<file path="src/rtl/apb_uart_rx.sv">
// apb_uart_rx: UART receiver (8N1) with an APB register port, receive FIFO and sticky error flags.
// Define APB_UART_RX_PARITY_EN to receive 8E1 frames and report parity errors through PERR.
`ifndef DATA_WIDTH
`define DATA_WIDTH 16
`endif

module apb_uart_rx #(
  parameter int CLK_HZ     = 50_000_000,
  parameter int BAUD       = 115200,
  parameter int FIFO_DEPTH = 8
) (
  input  logic                   clk,
  input  logic                   reset,
  input  logic                   S_PADDR,
  input  logic                   S_PWRITE,
  input  logic                   S_PSELx,
  input  logic                   S_PENABLE,
  input  logic [`DATA_WIDTH-1:0] S_PWDATA,
  output logic [`DATA_WIDTH-1:0] S_PRDATA,
  output logic                   S_PREADY,
  input  logic                   rx_wire,
  output logic                   out,
  output logic [`DATA_WIDTH-1:0] int_data
);
  localparam int CLKS_PER_BIT = CLK_HZ / BAUD;
  localparam int CNT_W = (CLKS_PER_BIT > 1) ? $clog2(CLKS_PER_BIT) : 1;
  localparam int PTR_W = $clog2(FIFO_DEPTH);
  localparam logic [CNT_W-1:0] CNT_LAST = CNT_W'(CLKS_PER_BIT - 1);
  localparam logic [CNT_W-1:0] CNT_HALF = CNT_W'(CLKS_PER_BIT / 2);
  localparam logic [PTR_W:0]   DEPTH    = (PTR_W + 1)'(FIFO_DEPTH);

`ifdef APB_UART_RX_PARITY_EN
  typedef enum logic [2:0] {IDLE, START, DATA, PARITY, STOP} state_t;
`else
  typedef enum logic [1:0] {IDLE, START, DATA, STOP} state_t;
`endif

  state_t             state_q, state_d;
  logic [CNT_W-1:0]   cnt_q, cnt_d;
  logic [2:0]         idx_q, idx_d;
  logic [7:0]         shift_q, shift_d;
  logic               sync1_q, sync1_d, sync2_q, sync2_d, prev_q, prev_d;
  logic               ovr_q, ovr_d, ferr_q, ferr_d, perr_q, perr_d;
  logic [PTR_W-1:0]   wr_ptr_q, wr_ptr_d, rd_ptr_q, rd_ptr_d;
  logic [PTR_W:0]     count_q, count_d;
  logic [7:0]         mem_q [FIFO_DEPTH];
`ifdef APB_UART_RX_PARITY_EN
  logic               par_q, par_d;
`endif

  logic rx_s, push_req, frame_err, par_err;
  logic acc, rd_data, wr_status, empty, full, push, pop, ovr_set;
  logic [`DATA_WIDTH-1:0] status;
  logic unused_pwdata;

  assign rx_s          = sync2_q;
  assign unused_pwdata = ^{S_PWDATA[`DATA_WIDTH-1:5], S_PWDATA[1:0]};

  always_comb begin
    sync1_d   = rx_wire;
    sync2_d   = sync1_q;
    prev_d    = sync2_q;
    state_d   = state_q;
    cnt_d     = cnt_q;
    idx_d     = idx_q;
    shift_d   = shift_q;
    push_req  = 1'b0;
    frame_err = 1'b0;
    par_err   = 1'b0;
`ifdef APB_UART_RX_PARITY_EN
    par_d     = par_q;
`endif
    case (state_q)
      IDLE: begin
        if (prev_q && !rx_s) begin
          state_d = START;
          cnt_d   = '0;
        end
      end
      // Mid-start check filters short glitches and aligns all later samples to mid-bit.
      START: begin
        if (cnt_q == CNT_HALF) begin
          cnt_d   = '0;
          idx_d   = '0;
          state_d = rx_s ? IDLE : DATA;
        end else begin
          cnt_d = cnt_q + 1'b1;
        end
      end
      DATA: begin
        if (cnt_q == CNT_LAST) begin
          cnt_d   = '0;
          shift_d = {rx_s, shift_q[7:1]};
          idx_d   = idx_q + 1'b1;
`ifdef APB_UART_RX_PARITY_EN
          if (idx_q == 3'd7) state_d = PARITY;
`else
          if (idx_q == 3'd7) state_d = STOP;
`endif
        end else begin
          cnt_d = cnt_q + 1'b1;
        end
      end
`ifdef APB_UART_RX_PARITY_EN
      PARITY: begin
        if (cnt_q == CNT_LAST) begin
          cnt_d   = '0;
          par_d   = rx_s;
          state_d = STOP;
        end else begin
          cnt_d = cnt_q + 1'b1;
        end
      end
`endif
      STOP: begin
        if (cnt_q == CNT_LAST) begin
          cnt_d   = '0;
          state_d = IDLE;
          if (!rx_s) frame_err = 1'b1;
`ifdef APB_UART_RX_PARITY_EN
          else if (^{shift_q, par_q}) par_err = 1'b1;
`endif
          else push_req = 1'b1;
        end else begin
          cnt_d = cnt_q + 1'b1;
        end
      end
      default: state_d = IDLE;
    endcase
  end

  assign acc       = S_PSELx & S_PENABLE;
  assign rd_data   = acc & ~S_PWRITE & ~S_PADDR;
  assign wr_status = acc & S_PWRITE & S_PADDR;
  assign empty     = (count_q == '0);
  assign full      = (count_q == DEPTH);
  assign pop       = rd_data & ~empty;
  // A pop in the same cycle frees the slot, so a full FIFO still accepts the byte.
  assign push      = push_req & (~full | pop);
  assign ovr_set   = push_req & full & ~pop;

  always_comb begin
    wr_ptr_d = push ? wr_ptr_q + 1'b1 : wr_ptr_q;
    rd_ptr_d = pop ? rd_ptr_q + 1'b1 : rd_ptr_q;
    count_d  = count_q;
    if (push && !pop) count_d = count_q + 1'b1;
    if (pop && !push) count_d = count_q - 1'b1;
    ovr_d    = (ovr_q & ~(wr_status & S_PWDATA[2])) | ovr_set;
    ferr_d   = (ferr_q & ~(wr_status & S_PWDATA[3])) | frame_err;
    perr_d   = (perr_q & ~(wr_status & S_PWDATA[4])) | par_err;
  end

  always_ff @(posedge clk) begin
    if (!reset) begin
      state_q  <= IDLE;
      cnt_q    <= '0;
      idx_q    <= '0;
      sync1_q  <= 1'b1;
      sync2_q  <= 1'b1;
      prev_q   <= 1'b1;
      ovr_q    <= 1'b0;
      ferr_q   <= 1'b0;
      perr_q   <= 1'b0;
      wr_ptr_q <= '0;
      rd_ptr_q <= '0;
      count_q  <= '0;
    end else begin
      state_q  <= state_d;
      cnt_q    <= cnt_d;
      idx_q    <= idx_d;
      sync1_q  <= sync1_d;
      sync2_q  <= sync2_d;
      prev_q   <= prev_d;
      ovr_q    <= ovr_d;
      ferr_q   <= ferr_d;
      perr_q   <= perr_d;
      wr_ptr_q <= wr_ptr_d;
      rd_ptr_q <= rd_ptr_d;
      count_q  <= count_d;
    end
  end

  always_ff @(posedge clk) begin
    shift_q <= shift_d;
`ifdef APB_UART_RX_PARITY_EN
    par_q   <= par_d;
`endif
    if (push) mem_q[wr_ptr_q] <= shift_q;
  end

  always_comb begin
    status        = '0;
    status[0]     = ~empty;
    status[1]     = full;
    status[2]     = ovr_q;
    status[3]     = ferr_q;
    status[4]     = perr_q;
    status[11:8]  = 4'(count_q);
    int_data      = empty ? '0 : `DATA_WIDTH'(mem_q[rd_ptr_q]);
    S_PRDATA      = '0;
    if (acc && !S_PWRITE) S_PRDATA = S_PADDR ? status : int_data;
  end

  assign S_PREADY = acc;
  assign out      = ~empty;

endmodule

</file>
<file path="config.mk">
export PLATFORM = sky130hd
export DESIGN_NAME = apb_uart_rx
export DESIGN_NICKNAME = d
export VERILOG_FILES = /design/src/rtl/apb_uart_rx.sv
export SDC_FILE = /design/constraint.sdc
export NUM_CORES = 1
export LEC_CHECK = 0
export CORE_MARGIN = 2
export CORE_UTILIZATION = 45
export CTS_CLUSTER_DIAMETER = 60
export CTS_CLUSTER_SIZE = 40
export DETAILED_ROUTE_END_ITERATION = 7
export GPL_ROUTABILITY_DRIVEN = 0
export PLACE_DENSITY = 0.66
export SLEW_MARGIN = 20
export SYNTH_ARGS = -nofsm -noshare
export SYNTH_HDL_FRONTEND = slang
export SYNTH_SLANG_ARGS = --single-unit
</file>
<file path="constraint.sdc">
create_clock -name clk -period 2.3 [get_ports clk]
set_clock_uncertainty 0.1 [all_clocks]
set_input_delay 0.46 -clock clk [delete_from_list [all_inputs] [get_ports clk]]
set_output_delay 0.46 -clock clk [all_outputs]
set_load 0.02 [all_outputs]
</file>
Word-level counts from Yosys, hierarchy flattened
Memory sizes are Yosys's and may differ from the RTL's. A register that Yosys moved wholly into a read port is not among the register bits.
Cells that the tools add are included.
{ "totals": {"ff_bits": 38, "ramBits": 64, "in_bits": 23, "out_inout_bits": 34, "n_memories": 1} }
{ "op_classes": {"addsub": 6, "eq_ne": 12, "muxes": 29, "bitwise": 26, "reduce_logical": 16} }
{ "memory_table": {"columns": ["name", "depth", "word_bits", "rd", "rd_ports_with_merged_regs", "wr", "line", "rtl"], "rows": [
  ["mem_q", 8, 8, 1, 1, 1, "46", "logic [7:0] mem_q [FIFO_DEPTH];"]
]} }
{ "op_table": {"columns": ["operator", "n"], "rows": [
  ["two-way mux 9 bit", 3],
  ["case mux 9 bit (3 select lines)", 1],
  ["two-way mux 12 bit", 2],
  ["bitwise AND 1 bit", 15],
  ["two-way mux 2 bit", 6],
  ["two-way mux 3 bit", 4],
  ["!= test 2 bit, second input constant", 5],
  ["adder 3 x 1 -> 3 bit, second input constant", 3],
  ["adder 9 x 1 -> 9 bit, second input constant", 1],
  ["== test 9 x 8 -> 1 bit, second input constant", 1],
  ["== test 9 bit, second input constant", 1],
  ["two-way mux 1 bit", 8],
  ["two-way mux 4 bit", 2],
  ["two-way mux 8 bit", 1],
  ["inverter 1 bit", 8],
  ["case mux 2 bit (4 select lines)", 1],
  ["case mux 3 bit (2 select lines)", 1],
  ["AND reduction 5 bit", 1],
  ["adder 4 x 1 -> 4 bit, second input constant", 1],
  ["== test 2 bit, second input constant", 2],
  ["== test 4 bit, second input constant", 1],
  ["logical AND 1 bit", 4],
  ["logical NOT 1 bit", 4],
  ["logical NOT 4 bit", 1],
  ["9 further kinds", 12]
]} }

Longest topological paths before layout
Gate-level depths: netlist of the first run.
{ "logic_depth": {"ltp_word": 9, "ltp_mapped": 10, "depth_no_buf": 10} }

Least setup slack after synthesis of the first run
OpenSTA, ideal clock, no wires.
{ "synth_path": {"kind": "reg-to-reg", "start": "register cnt_q[0]", "end": "memory mem_q[1][0], enable pin", "setup_ns": 0.383, "arrival_ns": 2.029, "required_ns": 1.817, "path_slack_ns": -0.212, "stages_incl_launch_ff": 6, "n_path_buf": 0, "path_cell_list": "dfxtp_1 ha_1 nand4b_2 nor3_2 nand3_1 nor3_1"} }
{ "synth_between": {"elab_chain_cells": 6} }
{ "synth_lines": {"columns": ["element", "line", "rtl"], "rows": [
  ["start: declaration", "39", "logic [CNT_W-1:0] cnt_q, cnt_d;"],
  ["start signal: assignment", "169", "cnt_q <= cnt_d;"],
  ["== test 9 bit", "116", "if (cnt_q == CNT_LAST) begin"],
  ["two-way mux 1 bit", "116", null],
  ["two-way mux 1 bit", "73", "case (state_q)"],
  ["bitwise AND 1 bit", "139", "assign push = push_req & (~full | pop);"],
  ["two-way mux 1 bit", "188", "if (push) mem_q[wr_ptr_q] <= shift_q;"],
  ["two-way mux 1 bit (not written as such)", "188", null],
  ["end: declaration", "46", null]
]} }
No other way between the ends.

==> key figures, run 1 <==
Status
  • Status: finished, violations left
  • Failing checks: setup timing

Critical path
  • Critical-path cell list: buf_12, mux4_2, mux2i_2, o21ai_1, and3_1, buf_6
  • Crit path kind: reg -> out
  • Critical path startpoint category: flip-flop
  • Worst setup endpoint: S_PRDATA[1]
  • Crit-path leading delay family: multiplexers
  • Setup crit end kind: primary output
  • CP Max Fanout: 5
  • Worst r2r src: cnt_q[1]
  • Critical path arrival: 1970 ps
  • Crit path required time: 1740 ps
  • FF-to-FF path depth: 7
  • Buf+Inv Stages, Crit Path: 2
  • Crit-path max cell delay: 520 ps
  • Worst R2R End: mem_q[0][2]
  • Reg2reg setup slack: 70 ps
  • CP Depth: 6
  • Slowest cell on crit path: mux4_2

Yosys
  • #FFs+latches synth: 105
  • Synth Flop Type: edfxtp_1
  • Post-Syn Instances: 356
  • Synth cell types: 53
  • Synthesis warning total: 0
  • Top-count cell post-synth: edfxtp_1
  • EDFF count, synth: 72
  • Post-synth top area cell: edfxtp_1
  • Seq/Total Area, Yosys: between 60 and 70%
  • Top cell type's share of synthesized area: 46.4%
  • Synth top cells by count: 72 x edfxtp_1, 33 x dfxtp_1, 31 x nand2_1
  • Area contributors post-synth: edfxtp_1 46%, dfxtp_1 14%, mux4_2 7.7%
  • Mapped Area: 4660 µm²
  • Syn_area_per_cell: between 10 and 15 µm²
  • Asr flop ratio synth: 0%

Placed design
  • Port bufs: 31
  • Placement Setup Slack: -484 ps
  • # placed instances: 570
  • Hpwl dp: 7020 µm

CTS
  • Maximum clock insertion buffer count: 2
  • CTS root buf: clkbuf_8
  • CTS H-tree lvls: 3
  • CTS clock-pin slew for the worst setup and hold paths: 100 ps
  • Clk_lat worst skew: 370 ps
  • CTS Sinks: about 110
  • CTS Buf Count: 9
  • CTS tree: built

Global route
  • Grt ovf: 0
  • Antenna violations before repair: 0
  • Vias in the first global route: 3042
  • All-Layer GR Usage: 18.7%
  • First-pass GRT wire length: 15800 µm
  • Largest net degree at the start of global routing: 21

Pwr
  • PwrDens: 540 nW/µm²
  • Psw: between 0.7 and 0.8 mW
  • Clk pwr share: 34.1%
  • Sw Ratio: 23.2%
  • Gate power share: 3.8%
  • Maximum vdd drop: 0.271 mV
  • Sequential power share: 62.1%
  • Leakage: 2.24 nW
  • Internal cell power: 2.47 mW

Hold path
  • Worst min path class: reg -> reg

Timing
  • Hold Fails Final Rpt: 0
  • RSZ-0062 raised after global routing: yes
  • Final WS setup: -232 ps
  • # setup viols final: 16
  • Pins Over Slew Limit: 0
  • Max Freq: 0.395 GHz
  • Fin crit period: about 2500 ps
  • Final period utilization: 110%

Routing
  • DRT Pass-1 Iters: 4
  • Metal3 WL: about 470 µm
  • Wire per inst: roughly 17 µm
  • Vias: 3149
  • Met2 wire length: 4790 µm
  • Initial DRC count: between 100 and 150
  • DRT antenna net count: 0
  • DRC viols: 0
  • Routed vias/inst: 5.35
  • Wl on met1: 4400 µm
  • Total wire length: 9900 µm
  • Top Layer Used: met4

Die
  • Core area: slightly above 10000 µm²
  • # rows: 37
  • IO Count: 57
  • Die ar.: 11200 µm²
  • Die height: 106 µm
  • Die X: 106 µm
  • Initial Utilization: 45.8%

Layout
  • Fill cell count: 805
  • P&R area growth vs syn: 27.8%
  • Share of post-route cells with drive strength above 1: 35.3%
  • Register area: 2830 µm²
  • Final cell count without fillers: roughly 600
  • Multi-input gate area: 1850 µm²
  • ANT cells: 0
  • Post-layout nets: ~480

Flow run
  • Max-Cap Viols: 0
==> worst reg2reg max path, cell delays in order (launching register included) <==
cell	delay, ps
dfxtp_1	340
inv_2	70
ha_4	140
nand4b_4	110
or3_4	410
or3_4	400
nor3_4	220
buf_6	160
==> sequential cells by signal (all words and copies together), names as in the netlist, 3 cells and up, named ones only <==
register	flops
cnt_q	9
count_q	4
idx_q	3
mem_q	64
rd_ptr_q	3
shift_q	8
wr_ptr_q	3
==> per-stage QoR <==
stage	hold WS [ps]	TNS [ps]	cell area, µm²	util (%)	total power [mW]
global route	354	-3980	5960	58.5	3.32
floorplan	286	-4110	4710	-	2.12
global placement	287	-27410	5580	54.8	2.16
detailed placement	292	-28410	5580	54.8	2.16
CTS	317	-3320	5870	57.6	3.24
finish	314	-2490	5960	58.5	3.22
==> layout by cell type (no fill, tap or decap), types with 3 or more instances in the layout <==
master / instances
mux2i_1: 11
nor2_2: 7
and3_1: 5
and2_4: 3
o21ai_2: 4
nand4b_1: 4
buf_6: 17
dlygate4sd2_1: 3
mux4_2: 16
dlymetal6s2s_1: 3
ha_1: 6
a211oi_1: 5
a22o_1: 4
nor2_1: 13
nand2b_1: 14
conb_1: 12
clkdlybuf4s50_1: 5
a21oi_2: 4
inv_1: 4
xor2_1: 3
or3_1: 4
nor3_4: 3
nand2_1: 29
buf_4: 59
buf_12: 6
nand3_1: 16
dfxtp_1: 31
buf_2: 5
clkbuf_8: 9
o21a_1: 3
o21ai_0: 7
a21oi_1: 11
edfxtp_1: 72
==> power by group through the flow <==
stage	Combinational, mW	Clock (mW)	Sequential (mW)
CTS	0.118	1.13	2.00
finish	0.122	1.10	2.00
floorplan	0.0776	0	2.04
detailed placement	0.119	0	2.04
global placement	0.117	0	2.04
global route	0.133	1.19	2.00
==> repair_timing <==
item / 4_1_cts / 5_1_grt
pin swaps: 7 / 8
endpoints found under the setup margin: 41 / 82
hold buffers: 0 / 0
setup buffers: 2 / 1
gates resized for setup: 136 / 30
cloned: 1 / 0
==> cell type report <==
class	count	share of cell area (%)
multi-input cells	228	31.0
flip-flops and latches	105	47.5
clock buffers	9	2.08
repair buffers	98	15.0
clock inverters	7	1.18
inverters	6	0.378
well taps	136	2.86
==> metal layers <==
metal	track usage, %	vias up
li1	-	1510
met1	24.6	1543
met2	29.8	79
met3	3.83	17
met4	9.02	0
met5	0	-
==> cells by family after synthesis <==
logic type | Yosys count | synth area share, %
XOR/XNOR | 3 | 0.564
buffers and inverters | 34 | 3.92
flip-flops | 105 | 60.5
adder cells (fa/ha/maj) | 7 | 1.88
AND/OR/NAND/NOR | 124 | 14.8
AO/OA/AOI/OAI | 52 | 7.38
other | 1 | 0.0804
multiplexers | 30 | 10.8
==> worst min path at each step <==
stage	from	endpoint	slack (ps)	depth (start not counted)
after floorplan	sync1_q	prev_d	290	1
after global placement	sync1_q	prev_d	290	1
after detailed placement	sync1_q	prev_d	290	1
after CTS	sync1_q	prev_d	320	1
after global routing	sync1_q	prev_d	350	1
final	sync1_q	prev_d	310	1
No activity file was read; power rests on OpenSTA's default activity.
==> inputs of run 2 (changes only) <==
- ABC_CLOCK_PERIOD_IN_PS: not set -> 2300
- CORE_MARGIN: 2 -> 5
- SKIP_CTS_REPAIR_TIMING: not set -> 1
==> run 2 against run 1 <==
  * Fmax increased by 0.22%
  * Die area up 12%
  * Sequential cell count did not move
  * Clock-buffer cell count unchanged
  * Worst hold slack improved by 2.5 ps
  * The flow still finishes with violations (setup timing)
  * Total power rose by 3.8%
  * Worst setup slack gained 5.5 ps
  * Critical path depth is the same
  * Global-route usage is 2.5 points lower
==> key figures, run 2 (synthesis gave the netlist of run 1 again) <==
Timing
  • Final period utilization: 110% (-0.24 points)
  • RSZ-0062 raised after global routing: yes
  • Hold Fails Final Rpt: 0 (unchanged)
  • Max Freq: 0.396 GHz (+0.22%)
  • Fin crit period: 2530 ps (-5.54 ps)
  • Final WS setup: -226 ps (+5.54 ps)
  • Pins Over Slew Limit: 0 (unchanged)
  • # setup viols final: 17 (+1)

Die
  • Die X: 112 µm (+5.7%)
  • Initial Utilization: 45.6% (-0.21 points)
  • Die height: 112 µm (+5.7%)
  • Die ar.: 12500 µm² (+12%)
  • # rows: 37 (unchanged)
  • IO Count: 57 (unchanged)
  • Core area: 10200 µm² (+0.45%)

Critical path
  • Critical-path cell list: buf_12, buf_8, mux4_2, mux2i_2, a211oi_1, buf_4
  • CP Max Fanout: 6 (+1)
  • Critical path arrival: 1970 ps (about the same)
  • Setup crit end kind: primary output
  • Crit path required time: 1740 ps (about the same)
  • Slowest cell on crit path: mux4_2
  • Crit-path max cell delay: 510 ps (about the same)
  • Critical path startpoint category: flip-flop
  • Crit path kind: reg -> out

Layout
  • Largest register by flop count: mem_q
  • Final instance area: 5970 µm² (+0.21%)
  • P&R area growth vs syn: 28.0%
  • Commonest non-fill, non-tap cells in the layout: 72 x edfxtp_1, 66 x buf_4, 31 x nand2_1
  • Post-layout nets: 483 (+1.0%)
  • ANT cells: 0 (unchanged)
  • Multi-input gate area: 1830 µm² (-1.2%)
  • Largest regs: mem_q: 64 flops, cnt_q: 9 flops, shift_q: 8 flops
  • Fill cell count: 803 (-0.25%)
  • Share of post-route cells with drive strength above 1: 34.3% (-1.0 points)
  • Largest register FFs: 64 (unchanged)
  • Register area: 2830 µm² (about the same)
  • Commonest non-fill, non-tap cell in the layout: edfxtp_1

Routing
  • DRT Pass-1 Iters: 5 (+1)
  • Initial DRC count: 229 (+67%)
  • Wire per inst: 17.1 µm (+1.8%)
  • Total wire length: 10200 µm (+2.7%)
  • Vias: 3169 (+0.64%)
  • DRC viols: 0 (unchanged)
  • Routed vias/inst: 5.34 (-0.21%)
  • DRT antenna net count: 0 (unchanged)

Placed design
  • Placement Setup Slack: -477 ps (+6.59 ps)
  • Port bufs: 31 (unchanged)
  • Placed Area: 5610 µm² (+0.54%)
  • Hpwl dp: 7220 µm (+2.8%)

Pwr
  • Leakage: 2.25 nW (+0.13%)
  • PwrDens: 559 nW/µm² (+3.6%)
  • Maximum vdd drop: 0.282 mV (+4.0%)

Global route
  • Grt ovf: 0 (unchanged)
  • Largest net degree at the start of global routing: 21 (unchanged)
  • All-Layer GR Usage: 16.2% (-2.5 points)
  • Antenna violations before repair: 0 (unchanged)
  • First-pass GRT wire length: 16000 µm (+1.6%)
  • Vias in the first global route: 3119 (+2.5%)

CTS
  • CTS clock-pin slew for the worst setup and hold paths: 100 ps (about the same)
  • CTS Sinks: 105 (unchanged)
  • CTS Buf Count: 9 (unchanged)
  • CTS H-tree lvls: 3 (unchanged)
  • CTS tree: built
  • CTS root buf: clkbuf_8
  • Maximum clock insertion buffer count: 2 (unchanged)
  • Clk_lat worst skew: 360 ps (about the same)

Status
  • Status: finished, violations left
  • Failing checks: setup timing

Flow run
  • Max-Cap Viols: 0 (unchanged)

Hold path
  • Worst min path class: reg -> reg
-- run 2: cell types whose count changed in the layout (fill, tap and decap cells not counted), moves of 3 or more --
cell,before,now
buf_6,17,12
buf_4,59,66
clkdlybuf4s50_1,5,8
dlygate4sd2_1,3,0
nor2_1,13,19
nor2_2,7,2
-- run 2: cell type report --
cell class,count,share of cell area (%)
clock buffer,9,2.08
clock inverter,7,1.59
inverter,6,0.377
multi-input combinational,228,30.6
sequential,105,47.3
tap,136,2.85
timing repair buffer,103,15.1
-- run 2: critical path: cells and delay by family, from the launching register on --
| kind | cells | cell delay (ps) |
|---|---|---|
| muxes | 2 | 710 |
| buffers and inverters | 3 | 430 |
| DFF | 1 | 350 |
| AOI/OAI and AO/OA | 1 | 110 |
-- run 2: per-stage QoR --
step	util (%)	instances	setup TNS, ps	total power, mW	hold slack [ps]
3_3_place_gp	54.8	574	-28730	2.16	292
6_report	58.3	594	-2990	3.34	316
4_1_cts	57.0	590	-14070	3.35	319
2_1_floorplan	-	367	-4110	2.12	286
3_5_place_dp	54.8	574	-29780	2.16	294
5_1_grt	58.3	594	-5840	3.45	337
-- run 2: where the power goes --
part / internal (mW) / switching [mW]
Clock: 0.536 / 0.680
Combinational: 0.0542 / 0.0717
Sequential: 2.00 / 0.00329
Total: 2.59 / 0.755
-- run 2: final timing paths --
kind	from	endpoint	slack [ps]	cells after the start
max	flip-flop	S_PRDATA[0]	-230	6
min	sync1_q	prev_d	320	1
min reg2reg	sync1_q	prev_d	320	1
max reg2reg	count_q[1]	count_q[2]	-10	10
-- run 2: per-layer routing --
metal  global-route usage, %  vias to the layer above  wire (µm)
met4                    4.54                        0         72
li1                        -                     1516          -
met3                    3.04                        4        443
met2                    26.8                       68       5000
met5                       0                        -          0
met1                    21.9                     1581       4650
==> inputs of run 3 (changes only) <==
- ABC_CLOCK_PERIOD_IN_PS: 2300 -> 3190
- PLACE_DENSITY: 0.66 -> 0.64
- SETUP_SLACK_MARGIN: not set -> 0.2
- clock period: 2.3 -> 3.19 ns (I/O delays scaled with it)
==> run 3 against run 2 <==
  * Register-to-register slack gained 730 ps
  * Routed wire length shrank 8.9%
  * Via count shrank 5.8%
  * The flow now finishes without violations
  * Largest power group unchanged
  * Clock-buffer cell count grew 1
  * Worst hold slack gained 10 ps
  * Critical endpoint is now S_PRDATA[1]
==> key figures, run 3 (synthesis gave the netlist of run 1 again) <==
Pwr
  • Internal cell power: 1.77 mW (-32%)
  • Sequential power share: 63.1% (+3.3 points)
  • Psw: 0.521 mW (-31%)
  • Design Power: 2.29 mW (-31%)
  • PwrDens: 419 nW/µm² (-25%)
  • Clk pwr share: 33.9% (-2.5 points)
  • Leakage: 2.23 nW (-0.80%)
  • Gate power share: 3.1% (-0.7 points)
  • Sw Ratio: 22.7% (+0.15 points)
  • Maximum vdd drop: 0.245 mV (-13%)

Die
  • Die ar.: 12500 µm² (unchanged)
  • IO Count: 57 (unchanged)
  • Initial Utilization: 45.6% (unchanged)
  • Die height: 112 µm (unchanged)
  • Die X: 112 µm (unchanged)
  • Core area: 10200 µm² (unchanged)
  • # rows: 37 (unchanged)

Routing
  • Wire per inst: 17.0 µm (-0.84%)
  • DRT antenna net count: 0 (unchanged)
  • Vias: 2985 (-5.8%)
  • Total wire length: 9270 µm (-8.9%)
  • DRT Pass-1 Iters: 4 (-1)
  • Initial DRC count: 139 (-39%)
  • DRC viols: 0 (unchanged)
  • Routed vias/inst: 5.47 (+2.5%)

Timing
  • RSZ-0062 raised after global routing: yes
  • Hold Fails Final Rpt: 0 (unchanged)
  • Fin crit period: 2950 ps
  • # setup viols final: 0 (-17)
  • Final period utilization: 92.5%
  • Slew HR: 57.7%
  • Pins Over Slew Limit: 0 (unchanged)
  • Max Freq: ~0.34 GHz
  • Least-Margin Pin Slew: 633 ps
  • WHS: 326 ps (+10.1 ps)

Global route
  • Largest net degree at the start of global routing: 21 (unchanged)
  • Vias in the first global route: 2878 (-7.7%)
  • Grt ovf: 0 (unchanged)
  • First-pass GRT wire length: 15200 µm (-5.2%)
  • All-Layer GR Usage: 15.4% (-0.77 points)
  • Antenna violations before repair: 0 (unchanged)

Layout
  • Largest regs: mem_q: 64 flops, cnt_q: 9 flops, shift_q: 8 flops
  • Fill cell count: 834 (+3.9%)
  • Share of post-route cells with drive strength above 1: 16.6% (-18 points)
  • Final instance area: 5470 µm² (-8.4%)
  • ANT cells: 0 (unchanged)
  • Largest register FFs: 64 (unchanged)
  • Post-layout nets: 435 (-9.9%)
  • Largest register by flop count: mem_q
  • Commonest non-fill, non-tap cells in the layout: 72 x edfxtp_1, 33 x dfxtp_1, 31 x nand2_1
  • Commonest non-fill, non-tap cell in the layout: edfxtp_1
  • P&R area growth vs syn: 17.3%

Critical path
  • Buf+Inv Stages, Crit Path: 2 (-1)
  • Critical-path cell list: buf_12, mux4_2, mux2i_2, o21ai_0, and3_1, dlymetal6s2s_1
  • Critical path arrival: 2210 ps (+240 ps)
  • Crit path required time: 2450 ps (+710 ps)
  • Crit-path leading delay family: multiplexers
  • Slowest cell on crit path: mux4_2
  • Setup crit end kind: primary output
  • Critical path startpoint category: flip-flop
  • CP Max Fanout: 16 (+10)
  • Crit path kind: reg -> out
  • Crit-path max cell delay: 530 ps (+20 ps)

Status
  • Status: finished clean

CTS
  • CTS clock-pin slew for the worst setup and hold paths: 100 ps (about the same)
  • Clk_lat worst skew: 370 ps (about the same)
  • CTS Sinks: 105 (unchanged)
  • CTS tree: built
  • CTS Buf Count: 9 (unchanged)
  • Maximum clock insertion buffer count: 2 (unchanged)
  • CTS H-tree lvls: 3 (unchanged)
  • CTS root buf: clkbuf_8

Placed design
  • Hpwl dp: 6380 µm (-12%)
  • Port bufs: 31 (unchanged)
  • Placed Area: 5220 µm² (-6.9%)

Hold path
  • Worst min path class: reg -> reg

Flow run
  • Max-Cap Viols: 0 (unchanged)
[run 3: changes by cell type in the layout (fill, tap and decap cells not counted), moves of 4 or more]
cell            previous run  this run
buf_12                     5         1
buf_2                      7         0
buf_4                     66        23
buf_6                     12         0
dlymetal6s2s_1             3        20
o21ai_0                    7        11
[run 3: stage by stage]
| stage | instances | utilization, % | TNS, ps | worst slack (ps) |
|---|---|---|---|---|
| floorplan | 367 | - | 0 | 594 |
| global placement | 530 | 51.0 | 0 | 74.9 |
| detailed placement | 530 | 51.0 | 0 | 43.0 |
| CTS | 546 | 52.9 | -200 | -181 |
| global route | 546 | 53.4 | 0 | 118 |
| finish | 546 | 53.4 | 0 | 240 |
[run 3: layer usage]
layer  global-route usage [%]  vias to the layer above  share of wire, %
li1                         -                     1417                 -
met1                     19.8                     1472                45
met2                     26.0                       84                48
met3                     3.80                       12               4.8
met4                     4.54                        0               1.6
met5                        0                        -                 0
[run 3: cell type report]
type	instances	area, µm²	area share, %
clock inverters	6	58.8	1.08
repair buffers	55	553	10.1
multi-input cells	228	1710	31.3
flip-flops and latches	105	2820	51.6
well taps	136	170	3.11
clock buffers	10	128	2.33
inverters	6	22.5	0.412
[run 3: worst register-to-register path: stages (launching register included)]
cell and delay [ps]:
dfxtp_1 420, nor4_2 430, inv_1 150, nand2_1 140, buf_4 150, nor2_1 50, xor2_1 140, ha_1 220
nor4_1 300, mux2i_1 140, mux2i_1 130
[run 3: power by group through the flow]
| stage | clock [mW] | sequential, mW | combinational (mW) |
|---|---|---|---|
| floorplan | 0 | 1.47 | 0.0560 |
| global placement | 0 | 1.47 | 0.0688 |
| CTS | 0.790 | 1.44 | 0.0702 |
| finish | 0.775 | 1.44 | 0.0706 |
| detailed placement | 0 | 1.47 | 0.0699 |
| global route | 0.863 | 1.44 | 0.0773 |
[run 3: final timing paths]
kind,from,to,slack [ps],depth (start not counted)
setup / recovery,flip-flop,S_PRDATA[1],240,6
hold / removal,sync1_q,prev_d,330,1
setup reg to reg,count_q[0],count_q[2],720,10
hold reg to reg,sync1_q,prev_d,330,1
